### config.mk
export PLATFORM = sky130hd
export DESIGN_NAME = clock_divider_bank
export DESIGN_NICKNAME = d
export VERILOG_FILES = /design/src/rtl/clock_divider_pkg.sv /design/src/rtl/clock_divider_bank_channel.sv /design/src/rtl/clock_divider_bank.sv
export SDC_FILE = /design/constraint.sdc
export NUM_CORES = 1
export LEC_CHECK = 0
export ABC_AREA = 0
export CORE_MARGIN = 2
export CORE_UTILIZATION = 65
export CTS_BUF_LIST = sky130_fd_sc_hd__clkbuf_16
export DETAILED_ROUTE_END_ITERATION = 6
export DONT_BUFFER_PORTS = 1
export PLACE_DENSITY = 0.87
export SYNTH_ARGS = -nofsm -noshare
export SYNTH_HDL_FRONTEND = slang
export SYNTH_SLANG_ARGS = --single-unit
### constraint.sdc
create_clock -name clk_100MHz -period 7.78 [get_ports clk_100MHz]
set_input_delay 1.167 -clock clk_100MHz [delete_from_list [all_inputs] [get_ports clk_100MHz]]
set_output_delay 1.167 -clock clk_100MHz [all_outputs]
set_load 0.03 [all_outputs]
### src/rtl/clock_divider_pkg.sv
// Shared constants for the clock divider bank: system clock rate, common
// half-period divisors and the channel-count ceiling.
package clock_divider_pkg;

  localparam int unsigned CLK_HZ     = 32'd100_000_000;
  localparam int unsigned DIV_1KHZ   = 32'd50_000;
  localparam int unsigned DIV_100HZ  = 32'd500_000;
  localparam int unsigned DIV_1HZ    = 32'd50_000_000;
  localparam int unsigned MAX_NUM_CH = 32'd8;

  // Half-period in system cycles for a requested output frequency.
  function automatic int unsigned hz_to_half_period(input int unsigned hz);
    if (hz == 32'd0) begin
      return 32'd0;
    end else begin
      return CLK_HZ / (32'd2 * hz);
    end
  endfunction

endpackage

### src/rtl/clock_divider_bank_channel.sv
// One divider channel: half-period counter, active and pending divisor,
// registered square wave and rising-edge tick.
module clock_divider_channel
  import clock_divider_pkg::*;
#(
  parameter int CNT_W     = 17,
  parameter int DIV_RESET = 50000
) (
  input  logic             i_clk,
  input  logic             i_reset,
  input  logic             i_enable,
  input  logic             i_sync,
  input  logic             i_load,
  input  logic [CNT_W-1:0] i_load_div,
  output logic             o_clk_out,
  output logic             o_tick
);

  localparam logic [CNT_W-1:0] ZERO     = {CNT_W{1'b0}};
  localparam logic [CNT_W-1:0] ONE      = {{(CNT_W-1){1'b0}}, 1'b1};
  localparam logic [CNT_W-1:0] DIV_INIT = CNT_W'(DIV_RESET);

  logic [CNT_W-1:0] r_cnt, r_div, r_pdiv;
  logic             r_pend, r_clk_out, r_tick;

  logic [CNT_W-1:0] w_cnt_nxt, w_div_nxt, w_pdiv_nxt;
  logic             w_pend_nxt, w_clk_nxt, w_tick_nxt;
  logic             w_run, w_boundary;

  assign w_run      = i_enable && (r_div != ZERO);
  assign w_boundary = w_run && (r_cnt == (r_div - ONE));

  // Next-state: sync, stop, start, then normal counting with deferred reload.
  always_comb begin
    w_cnt_nxt  = r_cnt;
    w_div_nxt  = r_div;
    w_pdiv_nxt = r_pdiv;
    w_pend_nxt = r_pend;
    w_clk_nxt  = r_clk_out;
    w_tick_nxt = 1'b0;
    if (i_sync) begin
      w_cnt_nxt  = ZERO;
      w_clk_nxt  = 1'b0;
      w_pend_nxt = 1'b0;
      if (r_pend) begin
        w_div_nxt = r_pdiv;
      end else begin
        w_div_nxt = r_div;
      end
    end else if (i_load && (i_load_div == ZERO)) begin
      w_div_nxt  = ZERO;
      w_cnt_nxt  = ZERO;
      w_clk_nxt  = 1'b0;
      w_pend_nxt = 1'b0;
    end else if (i_load && (r_div == ZERO)) begin
      // Stopped channel restarts from a clean low phase.
      w_div_nxt  = i_load_div;
      w_cnt_nxt  = ZERO;
      w_pend_nxt = 1'b0;
    end else if (w_boundary) begin
      w_cnt_nxt  = ZERO;
      w_clk_nxt  = ~r_clk_out;
      w_tick_nxt = ~r_clk_out;
      w_pend_nxt = 1'b0;
      if (i_load) begin
        w_div_nxt = i_load_div;
      end else if (r_pend) begin
        w_div_nxt = r_pdiv;
      end else begin
        w_div_nxt = r_div;
      end
    end else begin
      if (w_run) begin
        w_cnt_nxt = r_cnt + ONE;
      end else begin
        w_cnt_nxt = r_cnt;
      end
      if (i_load) begin
        w_pdiv_nxt = i_load_div;
        w_pend_nxt = 1'b1;
      end else begin
        w_pend_nxt = r_pend;
      end
    end
  end

  // State and output registers.
  always_ff @(posedge i_clk) begin
    if (i_reset) begin
      r_cnt     <= ZERO;
      r_div     <= DIV_INIT;
      r_pdiv    <= ZERO;
      r_pend    <= 1'b0;
      r_clk_out <= 1'b0;
      r_tick    <= 1'b0;
    end else begin
      r_cnt     <= w_cnt_nxt;
      r_div     <= w_div_nxt;
      r_pdiv    <= w_pdiv_nxt;
      r_pend    <= w_pend_nxt;
      r_clk_out <= w_clk_nxt;
      r_tick    <= w_tick_nxt;
    end
  end

  assign o_clk_out = r_clk_out;
  assign o_tick    = r_tick;

endmodule

### src/rtl/clock_divider_bank.sv
// Bank of NUM_CH independent programmable clock dividers. Defining
// CLKDIV_PHASE_SYNC_EN adds a sync input that phase-aligns all channels.
module clock_divider_bank
  import clock_divider_pkg::*;
#(
  parameter int NUM_CH    = 2,
  parameter int CNT_W     = 17,
  parameter int DIV_RESET = DIV_1KHZ
) (
  input  logic              clk_100MHz,
  input  logic              reset,
  input  logic [NUM_CH-1:0] enable,
  input  logic              load,
  input  logic [2:0]        load_ch,
  input  logic [CNT_W-1:0]  load_div,
`ifdef CLKDIV_PHASE_SYNC_EN
  input  logic              sync,
`endif
  output logic [NUM_CH-1:0] clk_out,
  output logic [NUM_CH-1:0] tick
);

  logic              w_sync;
  logic [NUM_CH-1:0] w_load;

`ifdef CLKDIV_PHASE_SYNC_EN
  assign w_sync = sync;
`else
  assign w_sync = 1'b0;
`endif

  // Indices at or above NUM_CH match no channel, so such writes are dropped.
  for (genvar g = 0; g < NUM_CH; g++) begin : g_ch
    assign w_load[g] = load && (load_ch == 3'(g));

    clock_divider_channel #(
      .CNT_W     (CNT_W),
      .DIV_RESET (DIV_RESET)
    ) u_channel (
      .i_clk      (clk_100MHz),
      .i_reset    (reset),
      .i_enable   (enable[g]),
      .i_sync     (w_sync),
      .i_load     (w_load[g]),
      .i_load_div (load_div),
      .o_clk_out  (clk_out[g]),
      .o_tick     (tick[g])
    );
  end

endmodule

---- Word-level counts from Yosys, hierarchy flattened ----
Index checks and enable logic that the tools add are counted.
cells by class
  $add $sub $neg .......................... 4
  equal/unequal tests ..................... 3
  multiplexer cells ....................... 10
  bitwise logic cells ..................... 8
  reduce and logical (&&, ||, !) cells .... 38
operators with widths
  operator                                                              number
  17-bit 2-to-1 mux                                                     8
  17-bit logical NOT                                                    3
  17-bit by 1-bit adder with 17-bit output, second input constant       2
  17-bit == test                                                        2
  17-bit nonzero test                                                   2
  17-bit by 1-bit subtractor with 17-bit output, second input constant  2
  16-bit 2-to-1 mux                                                     2
  4-bit OR reduction                                                    4
  2-bit AND reduction                                                   6
  3-bit nonzero test                                                    4
  1-bit logical AND                                                     10
  1-bit NOT                                                             8
  4-bit AND reduction                                                   2
  4-bit nonzero test                                                    2
  2-bit nonzero test                                                    2
  2-bit OR reduction                                                    2
  3-bit by 1-bit == test with 1-bit output, second input constant       1
  3-bit logical NOT                                                     1
storage, ports and cells
  register bits ........................... 108
  input port bits ......................... 25
  output and inout bits ................... 4

---- Longest topological paths before layout ----
  depth in word-level cells ............... 6
  mapped depth ............................ 12
  depth with buffers taken out ............ 9

---- Hierarchy ----
A second synthesis with hierarchy kept.
unflattened totals
  cells, all modules ...................... 708
  area, all modules ....................... 6192.2 sq um
by module, submodules not included
  module                                      times used  cells each  area an instance (sq um)  sequential area each (sq um)
  clock_divider_channel at g_ch[1].u_channel  1           355         3091.7                    1081.0
  clock_divider_channel at g_ch[0].u_channel  1           350         3069.2                    1081.0
  clock_divider_bank                          1           3           31.3                      0.0

---- Worst setup path after synthesis ----
No wires, ideal clock.
  path kind ............................... input -> register
  from .................................... input port load_div[7]
  to ...................................... register g_ch[0].u_channel.r_pdiv[10]
  library setup time ...................... 0.126 ns
  arrival ................................. 2.777 ns
  setup slack ............................. 4.877 ns
  stages on the path ...................... 10
  path buffers ............................ 3
  path through ............................ nor4_1 > nand4_1 > or4_1 > clkbuf_1 > nand2_1 > nor2_1 > o31a_1 > buf_2 > buf_2 > mux2i_1
on the way
  word-level cells in the longest chain between the ends .. 4
RTL lines
  what                                  RTL line                          source
  start, declared                       clock_divider_bank.sv:15          input logic [CNT_W-1:0] load_div,
  17-bit logical NOT                    clock_divider_bank_channel.sv:50  end else if (i_load && (i_load_div == ZERO)) begin
  1-bit logical AND                     clock_divider_bank_channel.sv:50
  1-bit NOT (no source line)            --
  4-bit AND reduction (no source line)  --
  end signal, assigned                  clock_divider_bank_channel.sv:99  r_pdiv <= w_pdiv_nxt;
  end, declared                         clock_divider_bank_channel.sv:23  logic [CNT_W-1:0] r_cnt, r_div, r_pdiv;
Every way passes these cells.
A chain may end at the register's enable or synchronous reset.

---- Worst setup path in the final report ----
  from .................................... register g_ch[1].u_channel.r_div[0]
  to ...................................... register g_ch[1].u_channel.r_div[0]
on the way
  word-level cells in the longest chain between the ends .. 5
RTL lines
  what                                                                                         RTL line                                                            source
  start, declared                                                                              clock_divider_bank_channel.sv:23
  start signal, assigned                                                                       clock_divider_bank_channel.sv:98                                    r_div <= w_div_nxt;
  17-bit by 1-bit subtractor with 17-bit output / 17-bit nonzero test (equally long branches)  clock_divider_bank_channel.sv:31, clock_divider_bank_channel.sv:30
  17-bit == test / 1-bit logical AND (equally long branches)                                   clock_divider_bank_channel.sv:31, clock_divider_bank_channel.sv:30
  1-bit logical AND                                                                            clock_divider_bank_channel.sv:31                                    assign w_boundary = w_run && (r_cnt == (r_div - ONE));
  2-bit nonzero test (no source line)                                                          --
  2-bit AND reduction (no source line)                                                         --
Parallel ways exist; a longest one is shown, timed or not.

==> run metrics <==
Critical Path, Cell by Cell=inv_1, ha_1, or3b_1, o311ai_0, o31ai_1, nand4_1, nor4_2, buf_4, a211oi_2, mux2i_1; Top Ports=29; GR Overflow Total=0; cts bufs inserted=9; Async SR Flop Fraction=0; Worst Setup Slack, final=4250 ps; mean instance size in the synthesized netlist=roughly 8 sq um; root buf cell=clkbuf_16; HP Start=g_ch[0].u_channel.r_pdiv[14]; maxcap violations=0; complex-gate fraction of the synthesized area=0.138; Pwr Total=between 1 and 1.5 mW; Post-DP Area=around 6300 sq um; cts repair resizes=0; part of the power in combinational logic=0.041; synth top area cells=dfxtp_1 34%, nand2_1 7.0%, xnor2_1 6.8%, mux2i_1 5.8%, xor2_1 4.3%; Crit Path Class=reg -> reg; die height=~100 um; Slew @ Worst Pin=roughly 1300 ps; largest net degree at the start of global routing=47; Clock power frac=0.471; switching power=between 0.2 and 0.3 mW; CTS tree=done; critical path launch point=g_ch[1].u_channel.r_div[0]; post-synth top area share=0.340; Max clock buf depth=2; Simple-Gate Fraction of Synth Area=0.288; Critical R2R Capture=g_ch[1].u_channel.r_div[0]; clock skew=6.78 ps; vias in the first global route=5282; Slew Viols, Final=0; die width=around 100 um; setup TNS=0 ps; VDD IR max=0.131 mV; Most Used Layer, Global Route=met2; Vias/cell=approximately 6.5; CP max stage delay=around 900 ps; n_diodes=0; grt met1 use=0.421; CP max-delay cell=a211oi_2; Adder-Cell Fraction of Synth Area=0.0118; crit path DAT=~3800 ps; pwr/cell area=about 170 nW/um^2; met3 Track Usage GR=0.0678; core area=around 9600 sq um; initial DRC count=between 400 and 500; DRC viols=0; period utilization=0.454; FF+latch count, synth=around 110; hold-fix buffers at CTS=0; met2 Resource Use GR=0.491; # fillers=726; reg2reg setup slack=4250 ps; dpl ws=4190 ps; Reg clk slew, reported paths=roughly 80 ps; Layout Cell Area excl Fill=about 6700 sq um; max_slew headroom=0.119; Post-Syn Area=~6400 sq um; drt first pass iters=5; Syn Nets=~820; Max Freq=0.283 GHz; Post-DRT Antenna Nets=0; worst path required time=about 8100 ps; mux share of post-synthesis cell area=0.0600; Primary FF master, synth=dfxtp_1; Netlist cell types=roughly 60; sequential area share after synthesis=0.340; Hold Path Class=reg -> reg; Post CTS Setup Buffer Count=0; total routed wirelength=16300 um; hold path depth=2; # setup viols final=0; R2R depth=10; CP max FO=21; P&R area growth vs syn=5.04%; Final #Nets=around 800; Rows=36; GRT Total Usage=0.311; crit start category=flop; CP Capture Type=flop; area leader, netlist=dfxtp_1; Sw Ratio=0.225; H-tree depth=3; EDFF count, synth=0; LEAKAGE=~2.3 nW; initial core utilization=0.659; Post-Synthesis Cells=around 790; Die Area=approximately 11000 sq um; status=finished, final reports clean; total number of vias=approximately 5800; initial antenna violation count=0; share of cells above drive strength 1=0.0528; gpl congestion=between 0.9 and 1; clk_lat worst skew=360 ps; first-pass GRT wire length=~26000 um; most frequent cells in the layout=118 x nand2_1, 108 x dfxtp_1, 49 x nor2_1, 49 x xnor2_1; final hold vios=0; Hold EP=g_ch[0].u_channel.r_pdiv[14]; fin crit period=~3500 ps; post-synthesis xor/xnor area fraction=0.110; leading cell type in the layout, fill and taps excluded=nand2_1; synthesis warning total=0; CTS sink cnt=around 110; RSZ-0062 raised after global routing=no; wire length per cell=between 15 and 20 um; Port Buffers=0; r2r startpoint=g_ch[1].u_channel.r_div[0]; Flop pwr share=0.488; worst hold margin=approximately 450 ps; Int Pwr=about 0.9 mW; Detailed Place HPWL=11100 um; largest family of logic cells by synthesized area=simple AND/OR/NAND/NOR gates
-- cell families (layout without fill, tap and decap cells) --
logic type	Yosys count	after routing
AND/OR/NAND/NOR	354	354
AO/OA/AOI/OAI	137	137
flip-flops	108	108
XOR/XNOR	80	80
buffers and inverters	69	34
multiplexers	38	38
adder cells (fa/ha/maj)	6	6
-- worst max path at each step --
stage,to,slack [ps]
after global placement,g_ch[0].u_channel.r_div[15],4370
after CTS,g_ch[1].u_channel.r_div[0],4280
after global routing,g_ch[1].u_channel.r_div[5],4010
final,g_ch[1].u_channel.r_div[0],4250
after detailed placement,g_ch[0].u_channel.r_div[5],4190
after floorplan,g_ch[0].u_channel.r_pdiv[10],4880
-- through the flow --
stage / cells / utilization
6_report: 890 / 0.693
5_1_grt: 890 / 0.693
4_1_cts: 888 / 0.690
3_5_place_dp: 872 / 0.653
3_3_place_gp: 872 / 0.653
2_1_floorplan: 792 / -
-- synth_stat cells (all sizes together), types with 10 or more instances --
master,instances
nand2,118
dfxtp,108
nor2,49
xnor2,49
o21ai,40
nand3,39
a21oi,37
mux2i,37
clkbuf,36
nor3,33
xor2,31
a211oi,24
buf,22
nand3b,20
nand4,20
and3,19
inv,11
nand2b,11
nor4,11
o31ai,10
-- power by group through the flow --
stage	combinational, mW	sequential (mW)	clock (mW)
2_1_floorplan	0.0400	0.575	0
3_3_place_gp	0.0428	0.577	0
3_5_place_dp	0.0448	0.577	0
4_1_cts	0.0456	0.564	0.545
5_1_grt	0.0523	0.565	0.565
6_report	0.0473	0.564	0.544
-- routing by layer --
| metal | vias up | routed length, um |
|---|---|---|
| met2 | 301 | 7630 |
| met3 | 48 | 1440 |
| met1 | 2694 | 6810 |
| met4 | 0 | 404 |
| li1 | 2728 | - |
| met5 | - | 0 |
-- final cells by class --
cell class | count | area, sq um | area share
inverters | 11 | 41.3 | 0.00618
repair buffers | 7 | 63.8 | 0.00956
multi-input cells | 615 | 3890 | 0.583
clock buffers | 9 | 225 | 0.0337
well taps | 133 | 166 | 0.0249
clock inverters | 7 | 128 | 0.0191
flip-flops and latches | 108 | 2160 | 0.324
-- critical path, delay by kind of cell, from the launching register on --
| family | cells | cell delay, ps |
|---|---|---|
| multiplexers | 1 | 290 |
| AND/OR/NAND/NOR | 3 | 670 |
| flip-flops | 1 | 400 |
| buffers and inverters | 2 | 340 |
| AO/OA/AOI/OAI | 3 | 1430 |
| adder cells (fa/ha/maj) | 1 | 330 |
-- sequential cells by signal, summed over array words and instances, names as in the netlist --
| register | count |
|---|---|
| g_ch.u_channel.r_pdiv | 34 |
| g_ch.u_channel.o_tick | 2 |
| g_ch.u_channel.r_pend | 2 |
| g_ch.u_channel.o_clk_out | 2 |
| g_ch.u_channel.r_div | 34 |
| g_ch.u_channel.r_cnt | 34 |
(Power assumes the default switching activity.)
